$ cat src/rtl/rc_spike_accum_pkg.sv
// Shared types for the reservoir readout accumulator: FSM state encoding.
package rc_spike_accum_pkg;

  typedef enum logic [1:0] {
    IDLE  = 2'd0,
    RUN   = 2'd1,
    DRAIN = 2'd2,
    OUT   = 2'd3
  } state_t;

endpackage

$ cat src/rtl/rc_weight_ram.sv
// Readout weight store: one write port, one read port, registered read, no array reset.
module rc_weight_ram #(
  parameter int DEPTH = 64,
  parameter int DW    = 32,
  parameter int AW    = $clog2(DEPTH)
) (
  input  logic          clk,
  input  logic          we,
  input  logic [AW-1:0] waddr,
  input  logic [DW-1:0] wdata,
  input  logic          re,
  input  logic [AW-1:0] raddr,
  output logic [DW-1:0] rdata
);

  logic [DW-1:0] mem [DEPTH];

  always_ff @(posedge clk) begin
    if (we) mem[waddr] <= wdata;
    if (re) rdata <= mem[raddr];
  end

endmodule

$ cat src/rtl/rc_spike_accum.sv
// Reservoir readout accumulator: per-lane signed sum of the weights of fired neurons.
// Optional bias word and output saturation when RC_ACCUM_BIAS_EN is defined.
//
// state | meaning
// IDLE  | accept weight writes or a spike vector
// RUN   | one weight-RAM read per cycle, accumulate the previous read
// DRAIN | add the last word, load the output register
// OUT   | hold the result until the consumer takes it
module rc_spike_accum #(
  parameter  int NH = 64,
  parameter  int NO = 4,
  parameter  int WS = 8,
  localparam int W  = $clog2(NH) + WS,
  localparam int AW = $clog2(NH + 1)
) (
  input  logic            iCLK,
  input  logic            iRST,
  input  logic            iValid_AS_Spike,
  output logic            oReady_AS_Spike,
  input  logic [NH-1:0]   iData_AS_Spike,
  input  logic            iValid_AS_Weight,
  output logic            oReady_AS_Weight,
  input  logic [AW-1:0]   iAddr_AS_Weight,
  input  logic [NO*WS-1:0] iData_AS_Weight,
  output logic            oValid_BM_RcAccum,
  input  logic            iReady_BM_RcAccum,
  output logic [NO*W-1:0] oData_BM_RcAccum
);
  import rc_spike_accum_pkg::*;

  localparam int IW = $clog2(NH);
`ifdef RC_ACCUM_BIAS_EN
  localparam int DEPTH = NH + 1;
  localparam int ACC_W = W + 1;
  localparam bit BIAS  = 1'b1;
`else
  localparam int DEPTH = NH;
  localparam int ACC_W = W;
  localparam bit BIAS  = 1'b0;
`endif
  localparam int RAW = $clog2(DEPTH);

  state_t           state, state_nxt;
  logic             rdy_q;
  logic [NH-1:0]    spike_q;
  logic [IW-1:0]    idx;
  logic             bias_ph;
  logic             add_en, add_bit, add_init;
  logic             spike_acc, wt_acc, rd_en;
  logic [RAW-1:0]   rd_addr;
  logic [NO*WS-1:0] rd_data;
  logic [NO*W-1:0]  res;

  assign spike_acc        = rdy_q & iValid_AS_Spike;
  assign oReady_AS_Spike  = rdy_q;
  // A simultaneous spike wins, so weight ready drops in that cycle.
  assign oReady_AS_Weight = rdy_q & ~iValid_AS_Spike;
  assign wt_acc           = oReady_AS_Weight & iValid_AS_Weight;

  always_ff @(posedge iCLK or negedge iRST) begin
    if (!iRST) state <= IDLE;
    else       state <= state_nxt;
  end

  always_comb begin
    state_nxt = state;
    rd_en     = 1'b0;
    rd_addr   = RAW'(idx);
    case (state)
      IDLE:  if (spike_acc) state_nxt = RUN;
      RUN: begin
        rd_en = 1'b1;
        if (bias_ph)                 rd_addr   = RAW'(NH);
        else if (idx == IW'(NH - 1)) state_nxt = DRAIN;
      end
      DRAIN: state_nxt = OUT;
      OUT:   if (iReady_BM_RcAccum) state_nxt = IDLE;
      default: state_nxt = IDLE;
    endcase
  end

  always_ff @(posedge iCLK or negedge iRST) begin
    if (!iRST) begin
      spike_q <= '0;
      idx     <= '0;
      bias_ph <= 1'b0;
    end else if (spike_acc) begin
      spike_q <= iData_AS_Spike;
      idx     <= '0;
      bias_ph <= BIAS;
    end else if (state == RUN) begin
      if (bias_ph) bias_ph <= 1'b0;
      else         idx     <= idx + 1'b1;
    end
  end

  // Per-read tags that line up with the RAM data one cycle later.
  always_ff @(posedge iCLK or negedge iRST) begin
    if (!iRST) begin
      add_en   <= 1'b0;
      add_bit  <= 1'b0;
      add_init <= 1'b0;
    end else begin
      add_en   <= rd_en;
      add_bit  <= bias_ph | spike_q[idx];
      add_init <= bias_ph;
    end
  end

  rc_weight_ram #(.DEPTH(DEPTH), .DW(NO*WS), .AW(RAW)) u_ram (
    .clk   (iCLK),
    .we    (wt_acc && (iAddr_AS_Weight < AW'(DEPTH))),
    .waddr (iAddr_AS_Weight[RAW-1:0]),
    .wdata (iData_AS_Weight),
    .re    (rd_en),
    .raddr (rd_addr),
    .rdata (rd_data)
  );

  for (genvar o = 0; o < NO; o++) begin : g_lane
    logic signed [ACC_W-1:0] acc, acc_sum, w_ext;

    assign w_ext   = ACC_W'(signed'(rd_data[o*WS +: WS]));
    assign acc_sum = add_init ? w_ext : (add_bit ? acc + w_ext : acc);

    always_ff @(posedge iCLK or negedge iRST) begin
      if (!iRST)          acc <= '0;
      else if (spike_acc) acc <= '0;
      else if (add_en)    acc <= acc_sum;
    end

`ifdef RC_ACCUM_BIAS_EN
    // Top two bits disagree only when the sum left the W-bit range.
    assign res[o*W +: W] = (acc_sum[ACC_W-1] != acc_sum[ACC_W-2]) ?
                           (acc_sum[ACC_W-1] ? {1'b1, {(W-1){1'b0}}} : {1'b0, {(W-1){1'b1}}}) :
                           acc_sum[W-1:0];
`else
    assign res[o*W +: W] = acc_sum;
`endif
  end

  always_ff @(posedge iCLK or negedge iRST) begin
    if (!iRST) begin
      rdy_q             <= 1'b0;
      oValid_BM_RcAccum <= 1'b0;
      oData_BM_RcAccum  <= '0;
    end else begin
      rdy_q <= (state_nxt == IDLE);
      if (state == DRAIN) begin
        oValid_BM_RcAccum <= 1'b1;
        oData_BM_RcAccum  <= res;
      end else if (state == OUT && iReady_BM_RcAccum) begin
        oValid_BM_RcAccum <= 1'b0;
      end
    end
  end

endmodule

$ cat config.mk
export PLATFORM = sky130hd
export DESIGN_NAME = rc_spike_accum
export DESIGN_NICKNAME = d
export VERILOG_FILES = /design/src/rtl/rc_spike_accum_pkg.sv /design/src/rtl/rc_weight_ram.sv /design/src/rtl/rc_spike_accum.sv
export SDC_FILE = /design/constraint.sdc
export NUM_CORES = 2
export LEC_CHECK = 0
export CAP_MARGIN = 5
export CORE_MARGIN = 4
export CORE_UTILIZATION = 50
export DETAILED_ROUTE_END_ITERATION = 10
export PLACE_DENSITY_LB_ADDON = 0.2
export SKIP_LAST_GASP = 1
export SYNTH_ARGS = -nofsm -noshare
export SYNTH_HDL_FRONTEND = slang
export SYNTH_SLANG_ARGS = --single-unit
$ cat constraint.sdc
create_clock -name iCLK -period 4.01 [get_ports iCLK]
set_input_delay 0.802 -clock iCLK [delete_from_list [all_inputs] [get_ports iCLK]]
set_output_delay 0.802 -clock iCLK [all_outputs]
set_load 0.05 [all_outputs]
==> metrics.txt <==
status finished, final reports clean; initial core utilization 50.3%; first-pass GRT wire length 312000 um; Critical Path End Type register; Slew @ Worst Pin 1.26 ns; Clock Tree Buf Depth 3; Post-Syn Instances 4303; final-report hold violation count 0; Yosys cell types 58; clock-pin slew on the worst setup and hold paths 0.06 ns; Sw Ratio 31.4%; Synth Flop Type edfxtp_1; Slew headroom 15.7%; min Tclk post-route 3.62 ns; gpl congestion 0.801; share of cells above drive strength 1 about a quarter; largest net degree at the start of global routing about 110; CTS Sinks 2268; Pre-antenna DRT Iters 7; Core Area around 0.18 mm2; FFs w/ async S/R, synth 8.29%; slowest cell on the critical path a211oi_1; antenna violations before repair 15; Final TNS setup 0 ns; Post-CTS Setup Bufs 0; vias 43700; CP peak stage delay ~0.87 ns; max-slew violation count 0; HPWL after detailed placement 132000 um; worst path arrival time approximately 4.2 ns; Post-synth EDFFs 2080; clock root buffer clkbuf_16; switching power 0.0223 W; Critical Path, Cell by Cell buf_12 > buf_12 > mux4_2 > mux4_2 > nor2b_1 > a211oi_1 > a21oi_1; Int Power around 0.049 W; part of the power in registers 39.7%; vias per inst 6.05; power density over cell area 689 mW/mm2; max_cap viols 0; Area Growth Syn to Fin 15.5%; DP Area 0.0965 mm2; Final period util 90.4%; Die W between 400 and 500 um; Hold WC Path Type input pin to async pin; CP delay by family, top multiplexers; initial drt markers 4815; Die H 431 um; CP required between 4 and 5 ns; R2R Setup Slk about 0.39 ns; Post-route DRC 0; Detail Route Antenna Nets 0; crit-path max FO 38; Clock Power Share 28.0%; number of CTS-inserted buffers ~220; Design Area, Final 0.103 mm2; register area share after synthesis 75.0%; Post-Syn Area per Cell approximately 21 um2; Hold-fix buffers, CTS 0; Worst Skew 0.0314 ns; GRT overflow 0; worst vdd ir 0.551 mV; Cell Area, Synth between 0.08 and 0.09 mm2; Worst-Skew Late Latency 0.85 ns; Post-Route WL around 210000 um; Leak 33.8 nW; WP buf/inv 2; Max H-tree Level 4; Worst setup SP type register; Synthesis Warnings 0; Synth Net Count between 4000 and 5000; vias in the first global route 44300; TritonCTS clock tree built; Final nets about 4800; row count approximately 160; #FFs+latches synth 2268; Ports around 170; total track usage 23.2%; CP Class register to register; Routed WL per cell 29.6 um; RSZ-0062 raised after global routing false; die footprint 0.186 mm2; Buffers on Ports approximately 170; post_cts resized 0; Gate power share 32.3%; Fmax around 280 MHz; Setup violations, final 0
## routing by layer
layer | track usage, % | routed length, um
met2 | 37.0 | 104000
met4 | 4.94 | 3730
met3 | 4.08 | 14600
met1 | 34.1 | 91200
met5 | 0 | 30
## final cells by class
class / instances / area [um2]
clock buffer: 284 / 5850
fill: 13000 / 74800
timing repair buffer: 382 / 4440
tap: 2355 / 2950
antenna: 6 / 15.0
multi-input combinational: 1788 / 21800
inverter: 22 / 82.6
sequential: 2268 / 67200
clock inverter: 123 / 1090
## through the flow
stage          total power, W  setup slack (ns)  utilization [%]  hold slack (ns)  std cells
6_report               0.0713             0.386             58.0           0.0465       7228
5_1_grt                0.0745             0.184             58.0           0.0675       7225
4_1_cts                0.0719             0.383             58.0           0.0314       7222
3_5_place_dp           0.0520             0.400             54.1            0.457       6815
3_3_place_gp           0.0518             0.340             54.1            0.451       6815
2_1_floorplan          0.0442            -0.218                -            0.440       4303
## power by group through the flow
stage / sequential [W] / combinational (W) / clock [W]
detailed placement: 0.0288 / 0.0232 / 0
finish: 0.0283 / 0.0230 / 0.0199
global placement: 0.0288 / 0.0230 / 0
CTS: 0.0283 / 0.0233 / 0.0203
global route: 0.0284 / 0.0248 / 0.0213
floorplan: 0.0284 / 0.0158 / 0
## Yosys cell counts (24+ instances only)
| cell type | instances | area, um2 |
|---|---|---|
| a211oi_1 | 24 | 180 |
| a21oi_1 | 89 | 445 |
| buf_1 | 24 | 90.1 |
| buf_2 | 74 | 370 |
| clkbuf_1 | 111 | 417 |
| dfrtp_1 | 188 | 4700 |
| edfxtp_1 | 2080 | 62500 |
| ha_1 | 53 | 663 |
| mux2_2 | 25 | 282 |
| mux2i_1 | 136 | 1360 |
| mux4_2 | 637 | 14300 |
| nand2_1 | 370 | 1390 |
| nor2_1 | 136 | 510 |
| o21ai_0 | 97 | 485 |
| xnor2_1 | 24 | 210 |
## cells by family after synthesis
group / synth area share [%]
buffers and inverters: 1.21
muxes: 17.8
and+or+nand+nor: 2.78
AOI/OAI and AO/OA: 1.91
xor gates and xnor gates: 0.450
DFF: 75.0
adders and majority gates: 0.830
## placed cells by master (no fill, tap or decap), drive strengths merged, types with 24 or more instances in the layout
cell / synthesis / routed
a211oi: 24 / 24
a21oi: 89 / 89
buf: 114 / 249
clkbuf: 111 / 285
clkdlybuf4s50: 0 / 132
clkinv: 0 / 88
dfrtp: 188 / 188
edfxtp: 2080 / 2080
ha: 53 / 53
inv: 22 / 29
mux2: 25 / 25
mux2i: 136 / 136
mux4: 637 / 637
nand2: 370 / 370
nor2: 136 / 136
o21ai: 97 / 97
xnor2: 24 / 24
## registers in the layout, indices dropped and copies added, names as in the netlist, 2 cells and up
| register | flops |
|---|---|
| spike_q | 64 |
| idx | 6 |
| oData_BM_RcAccum | 56 |
| u_ram.rdata | 32 |
| g_lane.acc | 56 |
| u_ram.mem | 2048 |
| state | 2 |
## path summary, 6_finish.rpt
path / end / cells after the start / start
min reg2reg: spike_q[43] / 2 / spike_q[43]
max in group asynchronous: oData_BM_RcAccum[6] / 2 / iRST
min in group iCLK: u_ram.mem[42][3] / 1 / iData_AS_Weight[3]
max reg2reg: u_ram.rdata[10] / 7 / idx[0]
max: u_ram.rdata[10] / 7 / idx[0]
min: oData_BM_RcAccum[9] / 1 / iRST
Note: power is estimated with default switching activity, not from simulation.
